--- config.mk ---
export PLATFORM = sky130hd
export DESIGN_NAME = gpio_in_conditioner
export DESIGN_NICKNAME = d
export VERILOG_FILES = /design/src/rtl/gpio_in_conditioner.sv
export SDC_FILE = /design/constraint.sdc
export NUM_CORES = 1
export LEC_CHECK = 0
export CAP_MARGIN = 40
export CORE_MARGIN = 3
export CORE_UTILIZATION = 46
export CTS_BUF_LIST = sky130_fd_sc_hd__clkbuf_8
export DETAILED_ROUTE_END_ITERATION = 12
export PLACE_DENSITY = 0.79
export SLEW_MARGIN = 20
export SYNTH_ARGS = -nofsm -noshare
export SYNTH_HDL_FRONTEND = slang
export SYNTH_SLANG_ARGS = --single-unit
--- constraint.sdc ---
create_clock -name PCLK -period 1.9 [get_ports PCLK]
set_input_delay 0.19 -clock PCLK [delete_from_list [all_inputs] [get_ports PCLK]]
set_output_delay 0.19 -clock PCLK [all_outputs]
set_load 0.02 [all_outputs]
--- src/rtl/gpio_in_conditioner.sv ---
// GPIO input conditioner: 2-flop sync, optional per-bit tick debounce, edge pulses, W1C sticky status, masked irq.
// Latency pad->gpio_i_o 3 cycles when bypassed, tick-dependent when debounced; no backpressure, outputs valid every cycle.
module gpio_in_conditioner #(
    parameter int WIDTH    = 32,
    parameter int DIV_W    = 16,
    parameter int STABLE_N = 4
) (
    input  logic             PCLK,
    input  logic             PRESET,
    input  logic [WIDTH-1:0] pad_i,
    input  logic [WIDTH-1:0] db_en,
    input  logic [DIV_W-1:0] db_div,
    input  logic [WIDTH-1:0] irq_mask,
    input  logic [WIDTH-1:0] clr_i,
    output logic [WIDTH-1:0] gpio_i_o,
    output logic [WIDTH-1:0] rise_o,
    output logic [WIDTH-1:0] fall_o,
    output logic [WIDTH-1:0] edge_status,
    output logic             irq_o
);

    localparam int                CNT_W    = $clog2(STABLE_N);
    localparam logic [CNT_W-1:0]  CNT_LAST = CNT_W'(STABLE_N - 1);

    logic [WIDTH-1:0] s1;
    logic [WIDTH-1:0] s2;
    logic [WIDTH-1:0] clean;
    logic [WIDTH-1:0] clean_nxt;
    logic [WIDTH-1:0] clean_d;
    logic [CNT_W-1:0] cnt     [WIDTH];
    logic [CNT_W-1:0] cnt_nxt [WIDTH];
    logic [DIV_W-1:0] div_cnt;
    logic             tick;

    // Plain two-flop synchroniser; nothing may sit between the stages.
    always_ff @(posedge PCLK) begin
        if (PRESET) begin
            s1 <= '0;
            s2 <= '0;
        end else begin
            s1 <= pad_i;
            s2 <= s1;
        end
    end

    // >= rather than == so a lowered db_div mid-count fires at once instead of wrapping.
    assign tick = (div_cnt >= db_div);

    always_ff @(posedge PCLK) begin
        if (PRESET) begin
            div_cnt <= '0;
        end else if (tick) begin
            div_cnt <= '0;
        end else begin
            div_cnt <= div_cnt + DIV_W'(1);
        end
    end

    // Holding cnt at 0 while bypassed also gives the clear-on-mode-toggle behaviour.
    always_comb begin
        clean_nxt = clean;
        for (int i = 0; i < WIDTH; i++) begin
            cnt_nxt[i] = cnt[i];
            if (!db_en[i]) begin
                cnt_nxt[i]   = '0;
                clean_nxt[i] = s2[i];
            end else if (tick) begin
                if (s2[i] == clean[i]) begin
                    cnt_nxt[i] = '0;
                end else if (cnt[i] == CNT_LAST) begin
                    clean_nxt[i] = s2[i];
                    cnt_nxt[i]   = '0;
                end else begin
                    cnt_nxt[i] = cnt[i] + CNT_W'(1);
                end
            end
        end
    end

    always_ff @(posedge PCLK) begin
        if (PRESET) begin
            clean   <= '0;
            clean_d <= '0;
            for (int i = 0; i < WIDTH; i++) begin
                cnt[i] <= '0;
            end
        end else begin
            clean   <= clean_nxt;
            clean_d <= clean;
            cnt     <= cnt_nxt;
        end
    end

    assign gpio_i_o = clean;
    assign rise_o   = clean & ~clean_d;
    assign fall_o   = ~clean & clean_d;

    // A new edge in the same cycle as a clear strobe keeps the bit set.
    always_ff @(posedge PCLK) begin
        if (PRESET) begin
            edge_status <= '0;
            irq_o       <= 1'b0;
        end else begin
            edge_status <= (edge_status & ~clr_i) | rise_o | fall_o;
            irq_o       <= |(edge_status & irq_mask);
        end
    end

endmodule

==> impl_metrics.py <==
metrics = {
    "synth": {
        "synth.area.top_cells": "dfxtp_1 (46%), nor2b_1 (10%), ha_1 (5.9%), nand2_1 (4.8%), nand3_1 (3.4%)",
        "synth.avg_cell_area_um2": 9.01,
        "netlist_area_um2": 10400,
        "synth_cells": 1156,
        "ys.warnings.count": 0,
        "synth_most_common_cell": "dfxtp_1",
        "yosysSeqAreaShare_pct": 46.3,
        "synth_area_leader_cell": "dfxtp_1",
        "synthesis.nets": 1351,
        "synth_edf_count": 0,
        "ys_seq_elements": 241,
        "yosys.cell_types.count": 41,
        "synth_common_cells": "dfxtp_1 (241), nor2b_1 (169), nand2_1 (133)",
        "ys.flop_type": "dfxtp_1",
        "yosys.area.top_type_share_pct": 46.3,
        "synthArstFlopShare_pct": 0,
    },
    "global_route": {
        "grt_max_degree": 142,
        "antenna_found_initial": 0,
        "grt_pass1_vias": 9485,
        "grt_overflow_total": 0,
        "grt_pass1_wl_um": 46400,
        "grt_use_total_pct": 23.1,
    },
    "power_and_ir_drop": {
        "power_density_nw_per_um2": 736,
        "clkPwrFrac_pct": 41.1,
        "p_sw_mw": 2.77,
        "p_comb_share_pct": 11.6,
        "leakage_nw": 6.61,
        "ir_drop_v": 0.000572,
        "totalPowerFinal_mw": 11.3,
        "p_seq_share_pct": 47.3,
        "swShare_pct": 24.6,
        "power.internal_mw": 8.52,
    },
    "sta": {
        "max_freq_ghz": 0.463,
        "slew_headroom_pct": 48.3,
        "setup_viol": 112,
        "fin_ws_ns": -0.260,
        "tightest_slew_ns": 0.776,
        "hold_viol": 0,
        "report.final.slew_viol_count": 0,
        "fin_crit_sh_pct": 114,
        "period_needed_ns": 2.16,
        "whs_ns": 0.152,
        "rsz0062_at_grt": "true",
        "skew_ns": 0.0285,
    },
    "cts": {
        "ctsHtreeMaxLevel": 2,
        "clk_pin_slew_ns": 0.06,
        "cts_buffers": 41,
        "cts-root-buf": "clkbuf_8",
        "clock-sinks": 241,
        "hold_buffers": 0,
        "cts_tree": "yes",
        "clk_path_buf_depth": 3,
        "worstSkewPairLatency_ns": 0.53,
    },
    "setup_path": {
        "timing.rr.end": "cnt[52]$_SDFFE_PP0P_",
        "reg2regPathDepth": 9,
        "r2r_slack_ns": -0.26,
        "path_class": "reg2reg",
        "critPathRequiredTime_ns": 2.36,
        "cp-start-kind": "flop",
        "critical_path_arrival_ns": 2.62,
        "crit-reg2reg-launch": "div_cnt[1]$_SDFF_PP0_",
        "cp_max_fo": 12,
        "worst_setup_path_end_kind": "flop",
    },
    "routing": {
        "via_per_inst": 5.29,
        "drt_iter0_drc": 429,
        "drtPass1Iterations": 4,
        "ant_nets": 0,
        "drc": 0,
        "detail_route.wl_per_cell_um": 16.8,
        "drt-total-wl_um": 29800,
        "num_vias": 9401,
    },
    "layout": {
        "final_cells": 1778,
        "nNetsFinal": 1666,
        "antenna_cells": 0,
        "final_cell_area_um2": 15300,
        "drive_gt1_share_pct": 15.8,
        "fillers": 1696,
        "area_growth_pct": 47.1,
    },
    "floorplanning": {
        "die-area_um2": 24500,
        "core_area_um2": 22000,
        "row_count": 54,
        "io_pins": 275,
        "start_util_pct": 47.3,
        "die_w_um": 157,
        "die-height_um": 157,
    },
    "placed_design": {
        "dp_cells": 1700,
        "place_area_um2": 13700,
        "place_congestion": 0.802,
        "hpwl_um": 19900,
        "portBuffers": 274,
    },
    "hold_path": {
        "hold-path-endpoint": "cnt[26]$_SDFFE_PP0P_",
        "hold_path_depth": 4,
        "holdCritStartpoint": "PRESET",
        "worstHoldPathType": "in2reg",
    },
    "flow_run": {
        "maxCapViolations": 0,
    },
    "outcome": {
        "status": "finished with violations",
        "violations": "setup timing",
    },
}
## metrics by stage
| step | utilization, % | setup WS (ns) | TNS, ns |
|---|---|---|---|
| floorplan | - | -0.0753 | -3.43 |
| global placement | 62.2 | -0.585 | -58.15 |
| detailed placement | 62.2 | -0.636 | -63.21 |
| CTS | 67.8 | -0.197 | -13.51 |
| global route | 69.6 | -0.343 | -29.11 |
| finish | 69.6 | -0.260 | -19.46 |
## state kept, by name (all words and copies together) (netlist names)
register,cells
cnt,64
clean_d,32
edge_status,32
gpio_i_o,32
s1,32
s2,32
div_cnt,16
irq_o,1
## cells by family after synthesis
group | Yosys count | share of synthesized area (%)
buf+inv | 99 | 4.12
compound gates | 192 | 13.7
flops | 241 | 46.3
fa+ha+maj | 49 | 5.88
xor+xnor | 46 | 3.87
simple gates | 529 | 26.2
## power by group through the flow
stage	combinational [mW]	clock (mW)	sequential [mW]
2_1_floorplan	0.483	0	5.49
3_3_place_gp	1.25	0	5.45
3_5_place_dp	1.27	0	5.45
4_1_cts	1.28	4.76	5.34
5_1_grt	1.40	5.01	5.36
6_report	1.31	4.64	5.34
## timing repair
action / 4_1_cts / 5_1_grt
setup buffers: 5 / 0
setup endpoints to repair: 176 / 136
resized for setup: 138 / 112
gates cloned: 4 / 1
pin swaps: 51 / 37
## worst max-delay path: stages, from the launching register on
cell and delay (ns):
dfxtp_2 0.36, ha_4 0.21, nor2b_4 0.12, o211a_1 0.25, a2111oi_4 0.38, o21a_4 0.23, buf_12 0.14, clkbuf_16 0.17
nand2_1 0.08, a21oi_2 0.14
## layout make-up
type,count,area [um^2],share of cell area [%]
clock buffer,56,771,5.03
inverter,49,186,1.22
tap,280,350,2.28
multi-input combinational,816,5810,37.9
timing repair buffer,322,3320,21.6
clock inverter,14,61.3,0.400
sequential,241,4840,31.5
## cells in the final DEF, fill, tap and decap left out, types with 44 or more instances in the layout
master           count
nor2b_1            168
nand3_1             71
nor2_1              63
ha_1                45
nand2_1            111
dlygate4sd2_1       54
clkdlybuf4s50_1    197
clkbuf_8            56
dfxtp_1            232
inv_1               58
a21oi_2             44
## routing by layer
layer	track usage [%]	share of wire, %
met3	6.08	6.3
met5	0	0
met4	9.13	3.2
met1	28.1	42
met2	39.1	48
## worst max-delay path by stage
| stage | startpoint | to | slack, ns | cells past startpoint |
|---|---|---|---|---|
| global placement | db_div[5] | gpio_i_o[12]$_SDFFE_PP0P_ | -0.58 | 9 |
| floorplan | div_cnt[0]$_SDFF_PP0_ | gpio_i_o[15]$_SDFFE_PP0P_ | -0.08 | 9 |
| detailed placement | db_div[5] | gpio_i_o[26]$_SDFFE_PP0P_ | -0.64 | 9 |
| finish | div_cnt[1]$_SDFF_PP0_ | cnt[52]$_SDFFE_PP0P_ | -0.26 | 9 |
| global route | div_cnt[1]$_SDFF_PP0_ | cnt[34]$_SDFFE_PP0P_ | -0.34 | 9 |
| CTS | div_cnt[5]$_SDFF_PP0_ | cnt[58]$_SDFFE_PP0P_ | -0.20 | 10 |
(Power assumes the default switching activity.)
